$ cat src/rtl/dist_sort_pkg.sv
// Shared types and helpers for the streaming distance sorter:
// mode codes, FSM state encoding and the frame-size function.
package dist_sort_pkg;

  localparam int unsigned MODE_QPSK  = 0;
  localparam int unsigned MODE_8     = 1;
  localparam int unsigned MODE_QAM16 = 2;
  localparam int unsigned MODE_32    = 3;

  typedef enum logic [1:0] {
    IDLE,
    LOAD,
    SORT,
    DONE
  } state_e;

  // Frame size is 4 << mode, clipped to the largest frame the bank can hold.
  function automatic int unsigned active_size(input int unsigned modeCode,
                                              input int unsigned nMax);
    int unsigned size;
    case (modeCode)
      MODE_QPSK:  size = 4;
      MODE_8:     size = 8;
      MODE_QAM16: size = 16;
      MODE_32:    size = 32;
      default:    size = (modeCode > 27) ? nMax : (32'd4 << modeCode);
    endcase
    return (size > nMax) ? nMax : size;
  endfunction

endpackage

$ cat src/rtl/dist_sort_stream_cmp_swap.sv
// Combinational compare-exchange of two unsigned words; with DIST_SORT_INDEX_EN
// defined, the arrival tags follow their values through the exchange.
module cmp_swap #(
  parameter int WIDTH = 8
`ifdef DIST_SORT_INDEX_EN
  , parameter int TAG_W = 4
`endif
) (
  input  logic [WIDTH-1:0] a_i,
  input  logic [WIDTH-1:0] b_i,
  output logic [WIDTH-1:0] lo_o,
  output logic [WIDTH-1:0] hi_o,
  output logic             swap_o
`ifdef DIST_SORT_INDEX_EN
  , input  logic [TAG_W-1:0] aTag_i
  , input  logic [TAG_W-1:0] bTag_i
  , output logic [TAG_W-1:0] loTag_o
  , output logic [TAG_W-1:0] hiTag_o
`endif
);

  // Strict compare keeps equal values in arrival order.
  assign swap_o = a_i > b_i;
  assign lo_o   = swap_o ? b_i : a_i;
  assign hi_o   = swap_o ? a_i : b_i;

`ifdef DIST_SORT_INDEX_EN
  assign loTag_o = swap_o ? bTag_i : aTag_i;
  assign hiTag_o = swap_o ? aTag_i : bTag_i;
`endif

endmodule

$ cat src/rtl/dist_sort_stream.sv
// Streaming frame sorter: loads 4/8/16 distances two per beat, sorts with an
// odd-even transposition engine, then offers the frame. Option: DIST_SORT_INDEX_EN.
module dist_sort_stream
  import dist_sort_pkg::*;
#(
  parameter int WIDTH  = 8,
  parameter int N_MAX  = 16,
  parameter int MODE_W = 2
) (
  input  logic                       clk,
  input  logic                       rst,
  input  logic                       in_valid,
  output logic                       in_ready,
  input  logic [2*WIDTH-1:0]         in_data,
  input  logic [MODE_W-1:0]          mode,
  output logic                       out_valid,
  input  logic                       out_ready,
  output logic [N_MAX*WIDTH-1:0]     out_data,
  output logic [$clog2(N_MAX):0]     out_count
`ifdef DIST_SORT_INDEX_EN
  , output logic [N_MAX*$clog2(N_MAX)-1:0] out_idx
`endif
);

  localparam int IDX_W = $clog2(N_MAX);
  localparam int CNT_W = IDX_W + 1;
  localparam int HALF  = N_MAX / 2;

  state_e               state_q;
  logic                 inReady_q;
  logic                 outValid_q;
  logic [N_MAX*WIDTH-1:0] outData_q;
  logic [CNT_W-1:0]     outCount_q;
  logic [CNT_W-1:0]     activeN_q;
  logic [CNT_W-1:0]     wrCnt_q;
  logic [CNT_W-1:0]     passCnt_q;
  logic [WIDTH-1:0]     bank_q [N_MAX];

  logic                 inFire;
  logic [IDX_W-1:0]     wrIdx;
  logic [IDX_W-1:0]     wrIdxHi;
  logic [WIDTH-1:0]     sortVal_d [N_MAX];
  logic [N_MAX*WIDTH-1:0] outData_d;

  logic [WIDTH-1:0]     evenLo [HALF];
  logic [WIDTH-1:0]     evenHi [HALF];
  logic [HALF-1:0]      evenSwp;
  logic [HALF-1:0]      evenEn;
  logic [WIDTH-1:0]     oddLo  [HALF-1];
  logic [WIDTH-1:0]     oddHi  [HALF-1];
  logic [HALF-2:0]      oddSwp;
  logic [HALF-2:0]      oddEn;

`ifdef DIST_SORT_INDEX_EN
  logic [IDX_W-1:0]     tag_q [N_MAX];
  logic [N_MAX*IDX_W-1:0] outIdx_q;
  logic [IDX_W-1:0]     sortTag_d [N_MAX];
  logic [N_MAX*IDX_W-1:0] outIdx_d;
  logic [IDX_W-1:0]     evenLoTag [HALF];
  logic [IDX_W-1:0]     evenHiTag [HALF];
  logic [IDX_W-1:0]     oddLoTag  [HALF-1];
  logic [IDX_W-1:0]     oddHiTag  [HALF-1];
`endif

  assign inFire  = in_valid && inReady_q;
  assign wrIdx   = wrCnt_q[IDX_W-1:0];
  assign wrIdxHi = {wrCnt_q[IDX_W-1:1], 1'b1};

  // Pairs straddling the active frame boundary are left untouched.
  for (genvar k = 0; k < HALF; k++) begin : gEven
    assign evenEn[k] = activeN_q > CNT_W'(2*k+1);
    cmp_swap #(
      .WIDTH(WIDTH)
`ifdef DIST_SORT_INDEX_EN
      , .TAG_W(IDX_W)
`endif
    ) uCmp (
      .a_i(bank_q[2*k]), .b_i(bank_q[2*k+1]),
      .lo_o(evenLo[k]), .hi_o(evenHi[k]), .swap_o(evenSwp[k])
`ifdef DIST_SORT_INDEX_EN
      , .aTag_i(tag_q[2*k]), .bTag_i(tag_q[2*k+1])
      , .loTag_o(evenLoTag[k]), .hiTag_o(evenHiTag[k])
`endif
    );
  end

  for (genvar k = 0; k < HALF-1; k++) begin : gOdd
    assign oddEn[k] = activeN_q > CNT_W'(2*k+2);
    cmp_swap #(
      .WIDTH(WIDTH)
`ifdef DIST_SORT_INDEX_EN
      , .TAG_W(IDX_W)
`endif
    ) uCmp (
      .a_i(bank_q[2*k+1]), .b_i(bank_q[2*k+2]),
      .lo_o(oddLo[k]), .hi_o(oddHi[k]), .swap_o(oddSwp[k])
`ifdef DIST_SORT_INDEX_EN
      , .aTag_i(tag_q[2*k+1]), .bTag_i(tag_q[2*k+2])
      , .loTag_o(oddLoTag[k]), .hiTag_o(oddHiTag[k])
`endif
    );
  end

  always_comb begin
    for (int i = 0; i < N_MAX; i++) begin
      sortVal_d[i] = bank_q[i];
`ifdef DIST_SORT_INDEX_EN
      sortTag_d[i] = tag_q[i];
`endif
    end
    if (!passCnt_q[0]) begin
      for (int k = 0; k < HALF; k++) begin
        if (evenEn[k] && evenSwp[k]) begin
          sortVal_d[2*k]   = evenLo[k];
          sortVal_d[2*k+1] = evenHi[k];
`ifdef DIST_SORT_INDEX_EN
          sortTag_d[2*k]   = evenLoTag[k];
          sortTag_d[2*k+1] = evenHiTag[k];
`endif
        end
      end
    end else begin
      for (int k = 0; k < HALF-1; k++) begin
        if (oddEn[k] && oddSwp[k]) begin
          sortVal_d[2*k+1] = oddLo[k];
          sortVal_d[2*k+2] = oddHi[k];
`ifdef DIST_SORT_INDEX_EN
          sortTag_d[2*k+1] = oddLoTag[k];
          sortTag_d[2*k+2] = oddHiTag[k];
`endif
        end
      end
    end
  end

  always_comb begin
    outData_d = '0;
`ifdef DIST_SORT_INDEX_EN
    outIdx_d  = '0;
`endif
    for (int i = 0; i < N_MAX; i++) begin
      if (CNT_W'(i) < activeN_q) begin
        outData_d[i*WIDTH +: WIDTH] = bank_q[i];
`ifdef DIST_SORT_INDEX_EN
        outIdx_d[i*IDX_W +: IDX_W]  = tag_q[i];
`endif
      end
    end
  end

  // DONE spends one cycle capturing the masked bank before raising out_valid.
  always_ff @(posedge clk or negedge rst) begin
    if (!rst) begin
      state_q    <= IDLE;
      inReady_q  <= 1'b0;
      outValid_q <= 1'b0;
      outData_q  <= '0;
      outCount_q <= '0;
      activeN_q  <= '0;
      wrCnt_q    <= '0;
      passCnt_q  <= '0;
      for (int i = 0; i < N_MAX; i++) begin
        bank_q[i] <= '0;
`ifdef DIST_SORT_INDEX_EN
        tag_q[i]  <= '0;
`endif
      end
`ifdef DIST_SORT_INDEX_EN
      outIdx_q   <= '0;
`endif
    end else begin
      case (state_q)
        IDLE: begin
          inReady_q <= 1'b1;
          if (inFire) begin
            activeN_q <= CNT_W'(active_size(32'(mode), 32'(N_MAX)));
            bank_q[0] <= in_data[WIDTH-1:0];
            bank_q[1] <= in_data[2*WIDTH-1:WIDTH];
`ifdef DIST_SORT_INDEX_EN
            tag_q[0]  <= IDX_W'(0);
            tag_q[1]  <= IDX_W'(1);
`endif
            wrCnt_q   <= CNT_W'(2);
            state_q   <= LOAD;
          end
        end
        LOAD: begin
          if (inFire) begin
            bank_q[wrIdx]   <= in_data[WIDTH-1:0];
            bank_q[wrIdxHi] <= in_data[2*WIDTH-1:WIDTH];
`ifdef DIST_SORT_INDEX_EN
            tag_q[wrIdx]    <= wrIdx;
            tag_q[wrIdxHi]  <= wrIdxHi;
`endif
            wrCnt_q <= wrCnt_q + CNT_W'(2);
            if (wrCnt_q + CNT_W'(2) == activeN_q) begin
              inReady_q <= 1'b0;
              passCnt_q <= '0;
              state_q   <= SORT;
            end
          end
        end
        SORT: begin
          for (int i = 0; i < N_MAX; i++) begin
            bank_q[i] <= sortVal_d[i];
`ifdef DIST_SORT_INDEX_EN
            tag_q[i]  <= sortTag_d[i];
`endif
          end
          if (passCnt_q == activeN_q - CNT_W'(1)) begin
            state_q <= DONE;
          end else begin
            passCnt_q <= passCnt_q + CNT_W'(1);
          end
        end
        DONE: begin
          if (!outValid_q) begin
            outValid_q <= 1'b1;
            outData_q  <= outData_d;
            outCount_q <= activeN_q;
`ifdef DIST_SORT_INDEX_EN
            outIdx_q   <= outIdx_d;
`endif
          end else if (out_ready) begin
            outValid_q <= 1'b0;
            inReady_q  <= 1'b1;
            state_q    <= IDLE;
          end
        end
        default: state_q <= IDLE;
      endcase
    end
  end

  assign in_ready  = inReady_q;
  assign out_valid = outValid_q;
  assign out_data  = outData_q;
  assign out_count = outCount_q;
`ifdef DIST_SORT_INDEX_EN
  assign out_idx   = outIdx_q;
`endif

endmodule
$ cat config.mk
export PLATFORM = sky130hd
export DESIGN_NAME = dist_sort_stream
export DESIGN_NICKNAME = d
export VERILOG_FILES = /design/src/rtl/dist_sort_pkg.sv /design/src/rtl/dist_sort_stream_cmp_swap.sv /design/src/rtl/dist_sort_stream.sv
export SDC_FILE = /design/constraint.sdc
export NUM_CORES = 1
export LEC_CHECK = 0
export ABC_CLOCK_PERIOD_IN_PS = 7200
export CAP_MARGIN = 40
export CORE_MARGIN = 5
export CORE_UTILIZATION = 60
export DETAILED_ROUTE_END_ITERATION = 8
export PLACE_DENSITY = 0.9
export SETUP_SLACK_MARGIN = 0.4
export SLEW_MARGIN = 20
export SYNTH_ARGS = -nofsm -noshare
export SYNTH_HDL_FRONTEND = slang
export SYNTH_SLANG_ARGS = --single-unit
export TNS_END_PERCENT = 50
$ cat constraint.sdc
create_clock -name clk -period 7.2 [get_ports clk]
set_clock_uncertainty 0.15 [all_clocks]
set_input_delay 1.44 -clock clk [delete_from_list [all_inputs] [get_ports clk]]
set_output_delay 1.44 -clock clk [all_outputs]
set_load 0.02 [all_outputs]
==> key figures <==
Run status
  – Status: finished, final reports clean

Setup path
  – Worst EP arrival: 3.96 ns
  – Critical Path Max Stage Delay: 0.72 ns
  – R2R setup slack: 3.78 ns
  – WP buf/inv: 1
  – WP data required: 7.49 ns
  – Crit Path Class: in2reg
  – Crit end category: register
  – Critical path launch point type: input pin
  – Crit-path cells: clkdlybuf4s50_1, and2_0, o21ai_2, nor3_1, o21ai_0, o31a_1, mux2_2
  – Crit Path Max Fanout: 9
  – CP max stage cell: o21ai_2
  – Worst path top cell family by delay: compound AO/OA/AOI/OAI gates

Timing
  – RSZ-0062 raised after global routing: false
  – Setup violations, final: 0
  – Slew @ Worst Pin: 0.9008 ns
  – Slew headroom: 39.95%
  – Fmax: 273.1 MHz
  – Final Max Slew Viols: 0
  – Min setup slack post-route: 3.539 ns
  – Minimum clock period: 3.661 ns
  – Fin crit share: 50.85%
  – Total negative slack: 0 ns
  – Final count of hold timing violations: 0

Placement
  – IO buf count: 154
  – Placer Congestion: 0.9453
  – Setup WS pre-CTS: 3.075 ns
  – Inst Count DP: 2112
  – DP HPWL: 34360 um

Detailed routing
  – DRT Wirelength: 49140 um
  – Initial DRC Count: 1760
  – Vias/cell: 6.572
  – Vias: 14280
  – DR pass1 iterations: 5
  – Post-DR wirelength/cell: 22.63 um
  – DRC errors left: 0
  – ANT nets after route: 0

Floorplan
  – Die width: 175.8 um
  – Initial Util: 61.02%
  – Site row count: 60
  – Die area: 30900 um^2
  – Ports: 157
  – Core ar.: 27030 um^2
  – Die H: 175.8 um

Clock network
  – Post_cts resized: 0
  – Clock-pin slew on the worst setup and hold paths: 0.06 ns
  – Cts hold-fix bufs: 0
  – Setup bufs post-CTS: 0
  – Maximum clock path buffer count: 3
  – Clock Latency Late Sink: 0.57 ns
  – Root Buffer: clkbuf_16
  – Clock H-tree levels: 1
  – CTS tree: done
  – CTS Buf Count: 30
  – Clock sink count: 275

Power
  – PwrDens: 167.0 nW/um^2
  – LEAKAGE: 8.784 nW
  – Power Total: 0.003230 W
  – Worst vdd rail ir drop: 0.0001827 V

Finish
  – Layout cells sized above 1: 10.05%
  – Layout Cells excl Fill: 2172
  – Commonest non-fill, non-tap cell in the layout: dfrtp_1
  – Final Util: 71.57%
  – Area grow syn2layout: 17.29%
  – Nets: 1958
  – Most frequent cells in the layout: dfrtp_1 (274), nand2_1 (238), clkdlybuf4s50_1 (153), mux2i_1 (146), inv_1 (131)
  – # diodes: 0

Min path
  – HP Class: reg2reg

Job
  – Max cap viols: 0

Logic synthesis
  – Syn Inst Count: 1695
  – Cell Area, Synth: 16490 um^2
  – Register area share after synthesis: 41.73%
  – Post-synth top area cell: dfrtp_1
  – Seq cells post-synth: 275
  – Synth unique cells: 66
  – YS warnings: 0
  – Synth async-reset ratio: 100.0%
  – Primary FF master, synth: dfrtp_1
  – Post-synth EDFFs: 0
  – Most area-consuming cells after synthesis: dfrtp_1 (42%), ha_1 (9.8%), mux2i_1 (8.9%)
  – Mean Syn Cell Area: 9.730 um^2
  – Area fraction of the dominant cell type after synthesis: 41.73%

GRT
  – First-pass GRT wire length: 78190 um
  – GR Overflow Total: 0
  – Largest net degree at the start of global routing: 119
  – Number of global-route vias before repair: 14080
  – Initial antenna violation count: 0
  – Overall Global Routing Usage: 31.33%
[cells by family after synthesis]
logic type               after synthesis  share of synthesized area [%]
XOR/XNOR                              10                         0.6145
multiplexers                         228                          14.62
other                                  1                        0.02274
buffers and inverters                228                          5.599
flip-flops                           275                          41.73
AO/OA/AOI/OAI                        357                          14.37
adder cells (fa/ha/maj)              129                          9.787
AND/OR/NAND/NOR                      467                          13.26
[metrics by stage]
stage	hold slack, ns	instance area (um^2)
after global routing	0.3350	19340
after floorplan	0.3452	16500
after global placement	0.3014	18160
after detailed placement	0.3048	18230
after CTS	0.3183	19260
final	0.3154	19340
[where the power goes]
part	internal [W]	leakage, nW	switching (W)	total (W)
logic	0.0000182	4.61	0.0000625	0.0000806
clock network	0.000962	0.516	0.000642	0.00160
registers	0.00155	3.66	0	0.00155
[registers in the layout, indices dropped and copies added, names as in the netlist]
name       cells
activeN_q      3
bank_q       128
in_ready       1
out_count      3
out_data     128
out_valid      1
passCnt_q      5
state_q        2
wrCnt_q        4
[layer usage]
layer,up-vias,global-route usage [%],share of wire [%]
li1,6285,-,-
met1,6924,42.98,39
met2,880,49.17,45
met3,186,6.113,11
met4,0,12.87,4.9
met5,-,0,0
[area by class of cell]
type                       instances  area (um^2)
inverter                         133        500.5
tap                              341        426.7
clock buffer                      43        890.9
timing repair buffer             174         1792
multi-input combinational       1193         8706
clock inverter                    13        142.6
fill                            1904         7682
sequential                       275         6885
[cells in the mapped netlist (all sizes together), types with 2 or more instances]
| library cell | number |
|---|---|
| dfrtp | 275 |
| nand2 | 240 |
| mux2i | 146 |
| inv | 133 |
| ha | 129 |
| a21oi | 85 |
| mux2 | 82 |
| o22ai | 80 |
| nand3 | 75 |
| nor2 | 65 |
| o21ai | 61 |
| a22o | 50 |
| clkbuf | 48 |
| buf | 47 |
| nand4 | 32 |
| o31ai | 28 |
| nor2b | 27 |
| o211ai | 17 |
| a211oi | 12 |
| nor3 | 10 |
| a221oi | 5 |
| nand2b | 5 |
| xor2 | 5 |
| o221a | 4 |
| xnor2 | 4 |
| nand3b | 3 |
| or3 | 3 |
| a211o | 2 |
| a21o | 2 |
| and2 | 2 |
| nor3b | 2 |
| or2 | 2 |
[path summary, 6_finish.rpt]
kind,from,endpoint,cells after the start
setup / recovery,in_valid,bank_q[0],7
hold / removal,out_data[92],out_data[92],2
setup reg to reg,state_q[0],bank_q[50],8
hold reg to reg,out_data[92],out_data[92],2
max in group asynchronous,rst,out_data[91],2
min in group asynchronous,rst,out_data[0],1
[tightest hold or removal path, stage by stage (launching register included)]
cell,delay [ns]
dfrtp_1,0.34
nand2_1,0.05
nand2_1,0.05
(Power assumes the default switching activity.)
==> RTL change (same flow settings) <==
Reset style: synchronous (`rst`), changed in one clocked block.
--- a/src/rtl/dist_sort_stream.sv
+++ b/src/rtl/dist_sort_stream.sv
@@ -151,3 +151,3 @@
   // DONE spends one cycle capturing the masked bank before raising out_valid.
-  always_ff @(posedge clk or negedge rst) begin
+  always_ff @(posedge clk) begin
     if (!rst) begin
Behaviour: differs if rst is asserted again (counterexample within 4 cycles, from zero or initial values and one cycle with rst low); with rst held inactive, the same outputs for 4 cycles.
==> RTL change against the unedited design <==
- cell count is 3.5% higher
- first-iteration DRC count is 22% higher
- final area is 4.7% lower
- utilization is 0.66 points lower
- via count is 1.2% higher
- die area is 4.2% lower
- synthesized area is 4.5% lower
- routed wire length is 1.8% lower
- count of clock-buffer cells in the layout is 5 lower
- sequential cell count stayed put
- setup slack worse by 0.60 ns
Power is not compared: it rests on default switching activity, and its combinational part moved more than twofold at a synthesized area within 25%.
==> RTL change: results <==
group,metric,value,unit
outcome,status,"finished clean",
cts,ctsHtreeMaxLevel,1,
grt,grtUsageTotal,31.3,%
cts,path_clk_slew,0.06,ns
placement,routabilityCongestion,0.969,
worst_hold_path,min-delay-start,"out_data[2]",
drt,drt-total-wl,48200,um
grt,grt_util_met3,7.11,%
timing,relSlewSlack,41.2,%
placement,post-place-ws,2.43,ns
logic_synthesis,synth_seq_area_share,43.1,%
cts,cts-root-buf,"clkbuf_16",
worst_hold_path,min_to,"out_data[2]",
worst_setup_path,r2r_start,"state_q[1]",
timing,post-route-period-util,59.2,%
timing,hold_slack,0.313,ns
worst_setup_path,cp.arrival,4.30,ns
logic_synthesis,synth_edf_count,128,
cts,cts_buffers,29,
worst_setup_path,cp_max_fo,20,
drt,wl_met3,6230,um
drt,dr_total_vias,14400,
grt,grt_max_degree,95,
placement,dp_hpwl,32400,um
worst_setup_path,regToRegSetupSlack,3.50,ns
power,p_leak,7.01,nW
worst_setup_path,crit_path_start,"in_valid",
worst_hold_path,min_path_type,"flip-flop to flip-flop",
cts,clk_latency,0.56,ns
cells_and_area,drive_gt1_share,4.70,%
grt,grt_util_met2,50.4,%
logic_synthesis,synth-main-ff-cell,"dfxtp_1",
drt,drt-met1-wl,17100,um
logic_synthesis,async_flop_share,0,%
drt,drt_pre_antenna_iters,7,
grt,met1_usage,40.1,%
drt,drt_iter0_markers,2152,
logic_synthesis,synthTopCellsByArea,"edfxtp_1 24%, dfxtp_1 19%, ha_1 10%, nand2_1 7.4%, nand3_1 5.0%",
cells_and_area,nNetsFinal,2042,
cells_and_area,diodes,0,
logic_synthesis,ys_types,56,
logic_synthesis,synth_common_cells,"311 x nand2_1, 158 x nand3_1, 147 x dfxtp_1",
power,irDropWorstVdd,167,uV
drt,met2_length,22200,um
worst_setup_path,crit_end,"bank_q[12][0]",
timing,timing_hold_violations_final,0,
cts,cts_setup_buffers,0,
grt,grt_pass1_wl,74000,um
RTL change: cell types whose count changed in the layout (fill, tap and decap cells not counted), moves of 32 or more:
cell      delta
dfrtp_1    -274
a21boi_0   +103
nand3_1     +83
a22oi_1    +104
edfxtp_1   +128
nand2_1     +73
mux2i_1    -145
mux2_2      -65
o21ai_0     +57
o22ai_1     -80
nor2b_1     +32
dfxtp_1    +146
a22o_1      -43
RTL change: logic make-up after synthesis:
family	after synthesis	share of synthesized area (%)
XOR/XNOR	8	0.532
AO/OA/AOI/OAI	477	20.3
multiplexers	3	0.206
AND/OR/NAND/NOR	645	18.7
adder cells (fa/ha/maj)	128	10.2
other	1	0.0238
flip-flops	275	43.1
buffers and inverters	282	7.04
RTL change: power by group:
part | switching (mW) | internal [mW] | total (mW) | leakage (nW)
Combinational | 0.534 | 0.315 | 0.849 | 4.03
Clock | 0.638 | 0.936 | 1.57 | 0.485
Sequential | 0.198 | 1.77 | 1.97 | 2.50
Total | 1.37 | 3.02 | 4.39 | 7.01
RTL change: worst max-delay path, stage by stage:
cell             delay [ns]
clkdlybuf4s50_1        0.59
nand4_1                0.21
nor2_2                 0.34
nand3_1                0.60
nand4b_1               0.33
o21ai_0                0.14
a31oi_1                0.63
RTL change: layout make-up:
class | count | area (um^2)
Inverter | 139 | 522
Clock buffer | 38 | 815
Tap cell | 335 | 419
Multi-Input combinational cell | 1263 | 7880
Fill cell | 1818 | 7560
Sequential cell | 275 | 6790
Timing Repair Buffer | 184 | 1830
Clock inverter | 15 | 175
RTL change: through the flow:
step,utilization [%],area (um^2),instances
3_3_place_gp,66.4,17300,2180
3_5_place_dp,66.8,17400,2186
4_1_cts,70.6,18300,2239
2_1_floorplan,-,15800,1820
6_report,70.9,18400,2249
5_1_grt,70.9,18400,2249
